### config.mk
export PLATFORM = sky130hd
export DESIGN_NAME = pipeline_mem_stage_flat
export DESIGN_NICKNAME = d
export VERILOG_FILES = /design/src/rtl/pipeline_mem_stage_pkg.sv /design/src/rtl/pipeline_mem_stage_if.sv /design/src/rtl/pipeline_mem_stage_store_buffer.sv /design/src/rtl/pipeline_mem_stage.sv /design/src/flat_wrapper.sv
export SDC_FILE = /design/constraint.sdc
export NUM_CORES = 1
export LEC_CHECK = 0
export BUFFER_PORTS_ARGS = -buffer_cell sky130_fd_sc_hd__buf_4
export CAP_MARGIN = 25
export CORE_MARGIN = 2
export CORE_UTILIZATION = 58
export DETAILED_ROUTE_END_ITERATION = 8
export MAX_ROUTING_LAYER = met4
export PLACE_DENSITY = 0.85
export SYNTH_ARGS = -nofsm -noshare
export SYNTH_HDL_FRONTEND = slang
export SYNTH_HIERARCHICAL = 1
export SYNTH_SLANG_ARGS = --single-unit
### constraint.sdc
create_clock -name clk -period 7.3 [get_ports clk]
set_clock_uncertainty 0.2 [all_clocks]
set_input_delay 0.365 -clock clk [delete_from_list [all_inputs] [get_ports clk]]
set_output_delay 0.365 -clock clk [all_outputs]
set_load 0.01 [all_outputs]
### src/rtl/pipeline_mem_stage_pkg.sv
// Shared types for the memory/write stage: condition codes, load FSM states,
// store buffer entry layout and the delayed-branch condition evaluator.
package pipeline_mem_pkg;

  localparam logic [2:0] CC_NV = 3'd0;
  localparam logic [2:0] CC_AL = 3'd1;
  localparam logic [2:0] CC_EQ = 3'd2;
  localparam logic [2:0] CC_NE = 3'd3;
  localparam logic [2:0] CC_LT = 3'd4;
  localparam logic [2:0] CC_LE = 3'd5;
  localparam logic [2:0] CC_GT = 3'd6;
  localparam logic [2:0] CC_GE = 3'd7;

  typedef enum logic [1:0] {
    IDLE,
    DRAIN_WAIT,
    LD_REQ,
    LD_WAIT
  } state_e;

  localparam int SB_ADDR_W = 9;
  localparam int SB_DATA_W = 16;

  typedef struct packed {
    logic [SB_ADDR_W-1:0] addr;
    logic [SB_DATA_W-1:0] data;
  } sb_entry_t;

  function automatic logic cond_eval(
    input logic [2:0] cc,
    input logic       n,
    input logic       z,
    input logic       v
  );
    logic t;
    t = 1'b0;
    case (cc)
      CC_NV: t = 1'b0;
      CC_AL: t = 1'b1;
      CC_EQ: t = z;
      CC_NE: t = !z;
      CC_LT: t = n ^ v;
      CC_LE: t = z | (n ^ v);
      CC_GT: t = !z & !(n ^ v);
      CC_GE: t = !(n ^ v);
      default: t = 1'b0;
    endcase
    return t;
  endfunction

endpackage

### src/rtl/pipeline_mem_stage_if.sv
// Handshaked RAM port between the memory stage (master) and the RAM (slave).
interface pipeline_mem_stage_if #(
  parameter int ADDR_W = 9,
  parameter int DATA_W = 16
);
  logic              mem_req;
  logic              mem_we;
  logic [ADDR_W-1:0] mem_addr;
  logic [DATA_W-1:0] mem_wdata;
  logic              mem_gnt;
  logic              mem_rvalid;
  logic [DATA_W-1:0] mem_rdata;

  modport master (
    output mem_req, mem_we, mem_addr, mem_wdata,
    input  mem_gnt, mem_rvalid, mem_rdata
  );

  modport slave (
    input  mem_req, mem_we, mem_addr, mem_wdata,
    output mem_gnt, mem_rvalid, mem_rdata
  );
endinterface

### src/rtl/pipeline_mem_stage_store_buffer.sv
// Posted store FIFO: power-of-two depth, wrap-around pointers, registered count.
module store_buffer #(
  parameter int DEPTH = 4,
  parameter int W     = 25
) (
  input  logic         clk,
  input  logic         rst,
  input  logic         push,
  input  logic         pop,
  input  logic [W-1:0] din,
  output logic [W-1:0] head,
  output logic         full,
  output logic         empty,
  output logic         last
);
  localparam int AW = $clog2(DEPTH);
  localparam int CW = AW + 1;

  logic [W-1:0]  mem_q [DEPTH];
  logic [AW-1:0] wp_q, wp_d;
  logic [AW-1:0] rp_q, rp_d;
  logic [CW-1:0] cnt_q, cnt_d;

  always_comb begin
    wp_d  = wp_q + AW'(push);
    rp_d  = rp_q + AW'(pop);
    cnt_d = cnt_q + CW'(push) - CW'(pop);
  end

  always_ff @(posedge clk or negedge rst) begin
    if (!rst) begin
      wp_q  <= '0;
      rp_q  <= '0;
      cnt_q <= '0;
      for (int i = 0; i < DEPTH; i++) mem_q[i] <= '0;
    end else begin
      wp_q  <= wp_d;
      rp_q  <= rp_d;
      cnt_q <= cnt_d;
      if (push) mem_q[wp_q] <= din;
    end
  end

  assign head  = mem_q[rp_q];
  assign full  = (cnt_q == CW'(DEPTH));
  assign empty = (cnt_q == '0);
  assign last  = (cnt_q == CW'(1));

endmodule

### src/rtl/pipeline_mem_stage.sv
// Memory/write stage: flag register, delayed-branch evaluation,
// posted store buffer and a blocking load state machine.
module pipeline_mem_stage
  import pipeline_mem_pkg::*;
#(
  parameter int DATA_W   = 16,
  parameter int ADDR_W   = 9,
  parameter int CTRL_W   = 22,
  parameter int SB_DEPTH = 4
) (
  input  logic              clk,
  input  logic              rst,
  input  logic              in_valid,
  output logic              in_ready,
  input  logic [CTRL_W-1:0] control_in,
  input  logic [DATA_W-1:0] result_in,
  input  logic [DATA_W-1:0] data_Rd_in,
  input  logic              is_load,
  input  logic              is_store,
  input  logic              flag_load,
  input  logic              highbit_shifted_Rm_in,
  input  logic              highbit_data_Rn_in,
  input  logic              carry_in,
  input  logic [DATA_W-1:0] delayed_B_in,
  input  logic [2:0]        delayed_cond_in,
  output logic              out_valid,
  output logic [DATA_W-1:0] result_out,
  output logic [DATA_W-1:0] load_data_out,
  output logic [CTRL_W-1:0] control_out,
  output logic              N_out,
  output logic              Z_out,
  output logic              V_out,
  output logic              C_out,
  output logic [DATA_W-1:0] delayed_B_out,
  output logic              do_delayed_B,
  pipeline_mem_stage_if.master mem
);
  localparam int EW = ADDR_W + DATA_W;

  state_e state_q, state_d;

  logic [DATA_W-1:0] result_q, result_d;
  logic [DATA_W-1:0] ld_data_q, ld_data_d;
  logic [DATA_W-1:0] db_q, db_d;
  logic [DATA_W-1:0] fres_q, fres_d;
  logic [CTRL_W-1:0] ctrl_q, ctrl_d;
  logic [2:0]        cond_q, cond_d;
  logic              ov_q, ov_d;
  logic              frn_q, frn_d;
  logic              frm_q, frm_d;
  logic              fc_q, fc_d;

  logic          sb_push, sb_pop;
  logic          sb_full, sb_empty, sb_last;
  logic [EW-1:0] sb_head;
  logic          acc, st_req, drained, rd_done;

  assign in_ready = (state_q == IDLE) && !sb_full;
  assign acc      = in_valid && in_ready;
  assign st_req   = !sb_empty && (state_q == IDLE || state_q == DRAIN_WAIT);
  assign sb_push  = acc && is_store && !is_load;
  assign sb_pop   = st_req && mem.mem_gnt;
  assign rd_done  = (state_q == LD_WAIT) && mem.mem_rvalid;
  // Buffer is empty at the next edge: nothing queued or the last entry leaves now.
  assign drained  = sb_empty || (sb_last && sb_pop);

  store_buffer #(
    .DEPTH (SB_DEPTH),
    .W     (EW)
  ) u_sb (
    .clk   (clk),
    .rst   (rst),
    .push  (sb_push),
    .pop   (sb_pop),
    .din   ({result_in[ADDR_W-1:0], data_Rd_in}),
    .head  (sb_head),
    .full  (sb_full),
    .empty (sb_empty),
    .last  (sb_last)
  );

  always_ff @(posedge clk or negedge rst) begin
    if (!rst) begin
      state_q   <= IDLE;
      result_q  <= '0;
      ld_data_q <= '0;
      db_q      <= '0;
      fres_q    <= '0;
      ctrl_q    <= '0;
      cond_q    <= '0;
      ov_q      <= 1'b0;
      frn_q     <= 1'b0;
      frm_q     <= 1'b0;
      fc_q      <= 1'b0;
    end else begin
      state_q   <= state_d;
      result_q  <= result_d;
      ld_data_q <= ld_data_d;
      db_q      <= db_d;
      fres_q    <= fres_d;
      ctrl_q    <= ctrl_d;
      cond_q    <= cond_d;
      ov_q      <= ov_d;
      frn_q     <= frn_d;
      frm_q     <= frm_d;
      fc_q      <= fc_d;
    end
  end

  always_comb begin
    state_d = state_q;
    case (state_q)
      IDLE:       if (acc && is_load) state_d = drained ? LD_REQ : DRAIN_WAIT;
      DRAIN_WAIT: if (drained) state_d = LD_REQ;
      LD_REQ:     if (mem.mem_gnt) state_d = LD_WAIT;
      LD_WAIT:    if (mem.mem_rvalid) state_d = IDLE;
      default:    state_d = IDLE;
    endcase
  end

  always_comb begin
    result_d  = result_q;
    ctrl_d    = ctrl_q;
    db_d      = db_q;
    cond_d    = cond_q;
    fres_d    = fres_q;
    frn_d     = frn_q;
    frm_d     = frm_q;
    fc_d      = fc_q;
    ld_data_d = rd_done ? mem.mem_rdata : ld_data_q;
    ov_d      = (acc && !is_load) || rd_done;
    if (acc) begin
      result_d = result_in;
      ctrl_d   = control_in;
      db_d     = delayed_B_in;
      cond_d   = delayed_cond_in;
    end
    if (acc && flag_load) begin
      fres_d = result_in;
      frn_d  = highbit_data_Rn_in;
      frm_d  = highbit_shifted_Rm_in;
      fc_d   = carry_in;
    end
  end

  always_comb begin
    N_out = fres_q[DATA_W-1];
    Z_out = (fres_q == '0);
    C_out = fc_q;
    V_out = ({frn_q, frm_q, N_out} == 3'b011) ||
            ({frn_q, frm_q, N_out} == 3'b100);
    do_delayed_B  = ov_q && cond_eval(cond_q, N_out, Z_out, V_out);
    mem.mem_req   = st_req || (state_q == LD_REQ);
    mem.mem_we    = st_req;
    mem.mem_addr  = st_req ? sb_head[EW-1:DATA_W] : result_q[ADDR_W-1:0];
    mem.mem_wdata = st_req ? sb_head[DATA_W-1:0] : '0;
  end

  assign out_valid     = ov_q;
  assign result_out    = result_q;
  assign load_data_out = ld_data_q;
  assign control_out   = ctrl_q;
  assign delayed_B_out = db_q;

endmodule

### src/flat_wrapper.sv
// flat-port wrapper written by rule: the top's interface ports become plain ports
module pipeline_mem_stage_flat import pipeline_mem_pkg::*;
#(
  parameter int DATA_W   = 16,
  parameter int ADDR_W   = 9,
  parameter int CTRL_W   = 22,
  parameter int SB_DEPTH = 4
)
  (clk, rst, in_valid, in_ready, control_in, result_in, data_Rd_in, is_load, is_store, flag_load, highbit_shifted_Rm_in, highbit_data_Rn_in, carry_in, delayed_B_in, delayed_cond_in, out_valid, result_out, load_data_out, control_out, N_out, Z_out, V_out, C_out, delayed_B_out, do_delayed_B, mem_mem_req, mem_mem_we, mem_mem_addr, mem_mem_wdata, mem_mem_gnt, mem_mem_rvalid, mem_mem_rdata);
  pipeline_mem_stage_if #(.ADDR_W(ADDR_W), .DATA_W(DATA_W)) mem_i ();
  input  logic clk;
  input  logic rst;
  input  logic in_valid;
  output logic in_ready;
  input  logic [CTRL_W-1:0] control_in;
  input  logic [DATA_W-1:0] result_in;
  input  logic [DATA_W-1:0] data_Rd_in;
  input  logic is_load;
  input  logic is_store;
  input  logic flag_load;
  input  logic highbit_shifted_Rm_in;
  input  logic highbit_data_Rn_in;
  input  logic carry_in;
  input  logic [DATA_W-1:0] delayed_B_in;
  input  logic [2:0] delayed_cond_in;
  output logic out_valid;
  output logic [DATA_W-1:0] result_out;
  output logic [DATA_W-1:0] load_data_out;
  output logic [CTRL_W-1:0] control_out;
  output logic N_out;
  output logic Z_out;
  output logic V_out;
  output logic C_out;
  output logic [DATA_W-1:0] delayed_B_out;
  output logic do_delayed_B;
  output wire logic [$bits(mem_i.mem_req)-1:0] mem_mem_req;
  output wire logic [$bits(mem_i.mem_we)-1:0] mem_mem_we;
  output wire logic [$bits(mem_i.mem_addr)-1:0] mem_mem_addr;
  output wire logic [$bits(mem_i.mem_wdata)-1:0] mem_mem_wdata;
  input wire logic [$bits(mem_i.mem_gnt)-1:0] mem_mem_gnt;
  input wire logic [$bits(mem_i.mem_rvalid)-1:0] mem_mem_rvalid;
  input wire logic [$bits(mem_i.mem_rdata)-1:0] mem_mem_rdata;
  assign mem_mem_req = mem_i.mem_req;
  assign mem_mem_we = mem_i.mem_we;
  assign mem_mem_addr = mem_i.mem_addr;
  assign mem_mem_wdata = mem_i.mem_wdata;
  assign mem_i.mem_gnt = mem_mem_gnt;
  assign mem_i.mem_rvalid = mem_mem_rvalid;
  assign mem_i.mem_rdata = mem_mem_rdata;
  pipeline_mem_stage #(.DATA_W(DATA_W), .ADDR_W(ADDR_W), .CTRL_W(CTRL_W), .SB_DEPTH(SB_DEPTH)) u_core (.clk(clk), .rst(rst), .in_valid(in_valid), .in_ready(in_ready), .control_in(control_in), .result_in(result_in), .data_Rd_in(data_Rd_in), .is_load(is_load), .is_store(is_store), .flag_load(flag_load), .highbit_shifted_Rm_in(highbit_shifted_Rm_in), .highbit_data_Rn_in(highbit_data_Rn_in), .carry_in(carry_in), .delayed_B_in(delayed_B_in), .delayed_cond_in(delayed_cond_in), .out_valid(out_valid), .result_out(result_out), .load_data_out(load_data_out), .control_out(control_out), .N_out(N_out), .Z_out(Z_out), .V_out(V_out), .C_out(C_out), .delayed_B_out(delayed_B_out), .do_delayed_B(do_delayed_B), .mem(mem_i));
endmodule
# Word-level counts from Yosys, hierarchy flattened

Index checks and enable logic that the tools add are counted.

Flip-flop bits (word level): 202
Word-level logic and storage cells: 91

$add $sub $neg: 4
$lt $le $gt $ge: 3
Equality and inequality tests: 18
Multiplexer cells: 15
Bitwise gates (word level): 5
Reduce and logical (&&, ||, !) cells: 28

Operators by type and width:

| operator           | number |
|---|---|
| $bwmux 100         | 1 |
| $mux 25            | 3 |
| $bmux 25 s2        | 1 |
| $demux 25 s2       | 1 |
| $eq 3x3->1 const B | 6 |
| $logic_not 16->1   | 1 |
| $mux 16            | 1 |
| $logic_and 1x1->1  | 13 |
| $mux 2             | 5 |
| $eq 3x2->1 const B | 3 |
| $mux 9             | 1 |
| $pmux 1 s8         | 1 |
| $pmux 2 s4         | 1 |
| $eq 3x1->1 const B | 2 |
| $ge 3x3->1 const B | 2 |
| $logic_not 3->1    | 2 |
| $ne 2x2->1 const B | 3 |
| $not 2->3          | 2 |
| $logic_not 1->1    | 5 |
| $logic_or 1x1->1   | 5 |
| $add 2x1->2        | 2 |
| $eq 2x2->1 const B | 2 |
| $reduce_and 4->1   | 1 |
| $add 3x1->3        | 1 |
| 8 further kinds    | 8 |

# Depth between registers and ports, before layout

Depth in word-level cells: 9
Depth in mapped cells: 12
Mapped depth without buffers: 11

# By module

The synthesis kept the hierarchy.

By module, submodules not included:

| module             | times used | cells each | area each (um^2) |
|---|---|---|---|
| store_buffer       | 1          | 267        | 4,649.5 |
| pipeline_mem_stage | 1          | 391        | 4,025.1 |

# Least setup slack after synthesis

OpenSTA, ideal clock, no wires.

Path kind: register to register
Start point: register u_core.state_q[0]
End point: register u_core/u_sb/mem_q[80] in the netlist's numbering
Data arrival time: 2,827 ps
Path slack: 4,148 ps
Stages on the path, launching flop included: 10
Path through: dfrtp_1 inv_1 ha_1 nor2b_1 nand2_1 buf_2 nor3b_1 nor3b_4 buf_4 mux2_2

Longest elaborated chain between the ends: 5

Ends and longest elaborated chain:

| item                           | RTL line                              | RTL |
|---|---|---|
| start: declaration             | pipeline_mem_stage.sv:40              | `state_e state_q, state_d;` |
| start signal: assignment       | pipeline_mem_stage.sv:96              | `state_q <= state_d;` |
| $logic_not 2->1                | pipeline_mem_stage.sv:58              | `assign in_ready = (state_q == IDLE) && !sb_full;` |
| $logic_and 1x1->1              | pipeline_mem_stage.sv:58              |  |
| via in_ready                   | flat_wrapper.sv:14                    | `output logic in_ready;` |
| $logic_and 1x1->1              | pipeline_mem_stage.sv:59              | `assign acc = in_valid && in_ready;` |
| $logic_and 1x1->1 (2 in a row) | pipeline_mem_stage.sv:61              | `assign sb_push = acc && is_store && !is_load;` |
| via u_core.sb_push             | pipeline_mem_stage.sv:53              | `logic sb_push, sb_pop;` |
| end signal: indexed assignment | pipeline_mem_stage_store_buffer.sv:40 | `if (push) mem_q[wp_q] <= din;` |
| end: declaration               | pipeline_mem_stage_store_buffer.sv:19 | `logic [W-1:0] mem_q [DEPTH];` |

The timed path passes the listed nets, and every way through them passes these cells.
A chain may end at the register's enable or synchronous reset.

# Worst setup path in the final report

Start point: register u_core.state_q[1]
End point: register u_core/u_sb/mem_q[48] in the netlist's numbering

Longest elaborated chain between the ends: 5

Ends and longest elaborated chain:

| item                           | RTL line |
|---|---|
| $logic_not 2->1                | pipeline_mem_stage.sv:58 |
| $logic_and 1x1->1              | pipeline_mem_stage.sv:58 |
| $logic_and 1x1->1              | pipeline_mem_stage.sv:59 |
| $logic_and 1x1->1 (2 in a row) | pipeline_mem_stage.sv:61 |
| via u_core.sb_push             | pipeline_mem_stage.sv:53 |

The timed path passes the listed nets, and every way through them passes these cells.

==> results by group <==
Floorplan
  • Die area: 16,000 um^2
  • CORE AREA: 14,600 um^2
  • FP Rows: 44
  • Chip height: 126 um
  • Die width: 126 um
  • Initial Util: 0.595
  • Number of top-level pins: 204

Power and ir drop
  • Seq pwr share: 0.399
  • Psw: 1.63 mW
  • Net Sw Frac: 0.334
  • Gate power share: 0.394
  • Pint: 3.25 mW
  • Power per cell area: 409 nW/um^2
  • Clock power share: 0.207
  • Peak supply drop: 0.235 mV
  • Leakage Power: 6.03 nW

CTS
  • Clk sink count: 202
  • PostCTS Resize Cnt: 0
  • Clk_lat worst skew: 480 ps
  • CTS Root Cell: clkbuf_16
  • Clock slew at reported path FFs: 60 ps
  • H-tree depth: 1
  • Post-CTS setup buffer count: 0
  • Num CTS Buffers: 21
  • CTS Hold Buffers Added: 94
  • CTS tree: done
  • Longest Clk Path Bufs: 3

Routing
  • Remaining antenna violation count: 0
  • Router iterations before antenna repair: 5
  • Mean routed wirelength per cell: 20.4 um
  • DRC viols: 0
  • DRT iter0 DRCs: 471
  • Drt via density: 5.63
  • WL final: 23,400 um
  • Vias: 6,467

Min path
  • Worst min path class: input port to register

Logic synthesis
  • Area of the mapped netlist: 8670 um^2
  • Seq/Total Area, Yosys: 0.583
  • Area fraction of the dominant cell type after synthesis: 0.583
  • Largest area contributor in the netlist: dfrtp_1
  • Most frequent cell after synthesis: dfrtp_1
  • Async SR Flop Fraction: 1.00
  • Syn Nets: 768
  • Cells after synthesis: 658
  • Synth top area cells: dfrtp_1 (58%), mux2_2 (19%), nand2_1 (7.5%), mux4_2 (6.5%), ha_1 (1.3%)
  • Yosys warning total: 6
  • Post-synth top flop: dfrtp_1
  • Top post-synthesis cells by count: dfrtp_1 (202), nand2_1 (173), mux2_2 (144)
  • Post-synth EDFFs: 0
  • Distinct cells, synth: 41
  • #FFs+latches synth: 202
  • Avg Cell Area, Syn: 13.2 um^2

GRT
  • First-pass GRT wire length: 37,100 um
  • Vias in the first global route: 7,159
  • Routing usage on met1: 0.349
  • Most Used Layer, Global Route: met2
  • Pin count of the biggest net entering global routing: 128
  • Grt met2 use: 0.529
  • GRT Resource Usage Total: 0.301
  • Met3 Usage GRT: 0.0460
  • Initial antenna violation count: 0
  • Global route overflow: 0

STA
  • Period utilisation layout: 0.555
  • Hold Vio Cnt, Final: 0
  • Setup TNS Final: 0 ps
  • Slew Limit Fails: 0
  • Max Fclk: 0.247 GHz
  • RSZ-0062 raised after global routing: false
  • Clock period minus worst slack: 4050 ps
  • Setup-failing EPs final: 0
  • Worst-Margin Slew: 935 ps
  • Rel. slew slack: 0.377
  • Worst hold margin: 88.5 ps

Worst setup path
  • CP required: 7470 ps
  • Worst-path fanout max: 33
  • CP max stage delay: 790 ps
  • Worst path cell trace: inv_1 -> ha_1 -> nor2b_1 -> nand2_2 -> buf_12 -> nor3b_1 -> nand3b_2 -> mux2_2
  • WP buf/inv: 2
  • Worst setup EP type: register
  • Setup CP Type: register to register
  • CP delay by family, top: simple AND/OR/NAND/NOR gates
  • Critical path arrival: 4220 ps
  • Worst setup SP type: register
  • Crit-path slowest cell: nand3b_2

Cells and area
  • Layout cells sized above 1: 0.435
  • Area Growth Syn to Fin: 37.8%
  • Final nets: 1,063
  • Number of diodes: 0
  • Fillcell total: 733

Run
  • MaxCap Viol Count: 0

Placed design
  • Detail Placement HPWL: 13,100 um
  • Routability cong.: 0.836
  • Port bufs: 203

Outcome
  • Status: complete, no violations
==> sequential cells by signal, summed over array words and instances (netlist names) <==
| signal | cells |
|---|---|
| u_core/C_out | 1 |
| u_core/cond_q | 3 |
| u_core/control_out | 22 |
| u_core/delayed_B_out | 16 |
| u_core/fres_q | 16 |
| u_core/frm_q | 1 |
| u_core/frn_q | 1 |
| u_core/load_data_out | 16 |
| u_core/out_valid | 1 |
| u_core/result_out | 16 |
| u_core/state_q | 2 |
| u_core/u_sb/cnt_q | 3 |
| u_core/u_sb/mem_q | 100 |
| u_core/u_sb/rp_q | 2 |
| u_core/u_sb/wp_q | 2 |
==> tightest hold or removal path: stages <==
cell    delay, ps
buf_4         100
and2_1        140
ha_1          130
==> metal layers <==
layer | share of wire | vias up
met2 | 0.53 | 266
met1 | 0.38 | 3290
met5 | 0 | -
met3 | 0.051 | 79
met4 | 0.040 | 0
li1 | - | 2832
==> placed cells by master (no fill, tap or decap), types with 4 or more instances in the layout <==
cell type      Yosys  final
buf_4              7    206
dfrtp_1          202    201
nand2_1          173    172
mux2_2           144    144
dlygate4sd3_1      0     94
mux4_2            25     25
clkbuf_16          0     21
and2_1            17     17
inv_1             12     12
ha_1               9      9
clkbuf_8           0      8
o21ai_0            7      7
clkbuf_1           8      6
nor4_1             4      4
==> final cells by class <==
cell class                      count  area (um^2)  area share
Clock buffer                       34          644      0.0539
Clock inverter                      1         5.00    0.000419
Inverter                           12         45.0     0.00377
Multi-Input combinational cell    412         3410       0.285
Sequential cell                   202         5060       0.423
Tap cell                          184          230      0.0193
Timing Repair Buffer              304         2570       0.215
==> power by group through the flow <==
stage / Sequential, mW / Clock [mW] / Combinational [mW]
global route: 2.01 / 1.08 / 2.05
CTS: 1.94 / 1.03 / 1.88
global placement: 1.91 / 0 / 1.74
finish: 1.95 / 1.01 / 1.92
floorplan: 1.91 / 0 / 1.06
detailed placement: 1.95 / 0 / 1.82
==> cell families (layout without fill, tap and decap cells) <==
kind of cell,after synthesis,count (layout),synth area share
compound gates,13,13,0.00995
xor+xnor,5,5,0.00505
fa+ha+maj,11,11,0.0164
buf+inv,44,351,0.0248
flops,202,202,0.583
mux,171,171,0.255
simple gates,212,212,0.106
==> stage by stage <==
stage	utilization	cells	area, um^2	power, mW	worst slack (ps)
4_1_cts	0.816	1147	11900	4.85	2990
6_report	0.820	1149	12000	4.89	3250
3_5_place_dp	0.707	1018	10300	3.78	2990
2_1_floorplan	-	658	8670	2.96	4150
3_3_place_gp	0.706	1017	10300	3.65	3270
5_1_grt	0.820	1149	12000	5.14	2910
==> final timing paths <==
| path | startpoint | endpoint | slack, ps | cells after the start |
|---|---|---|---|---|
| max | u_core/state_q[1]$_DFFE_PN0P_ | u_core/u_sb/mem_q[48]$_DFFE_PN0P_ | 3250 | 8 |
| min | mem_mem_gnt | u_core/u_sb/rp_q[0]$_DFF_PN0_ | 90 | 3 |
| max reg2reg | u_core/state_q[1]$_DFFE_PN0P_ | u_core/u_sb/mem_q[48]$_DFFE_PN0P_ | 3250 | 8 |
| min reg2reg | u_core/delayed_B_out[5]$_DFFE_PN0N_ | u_core/delayed_B_out[5]$_DFFE_PN0N_ | 290 | 2 |
| max in group asynchronous | rst | u_core/u_sb/rp_q[0]$_DFF_PN0_ | 4940 | 4 |
| min in group asynchronous | rst | u_core/load_data_out[4]$_DFFE_PN0P_ | 200 | 2 |
No activity file was read; power rests on OpenSTA's default activity.
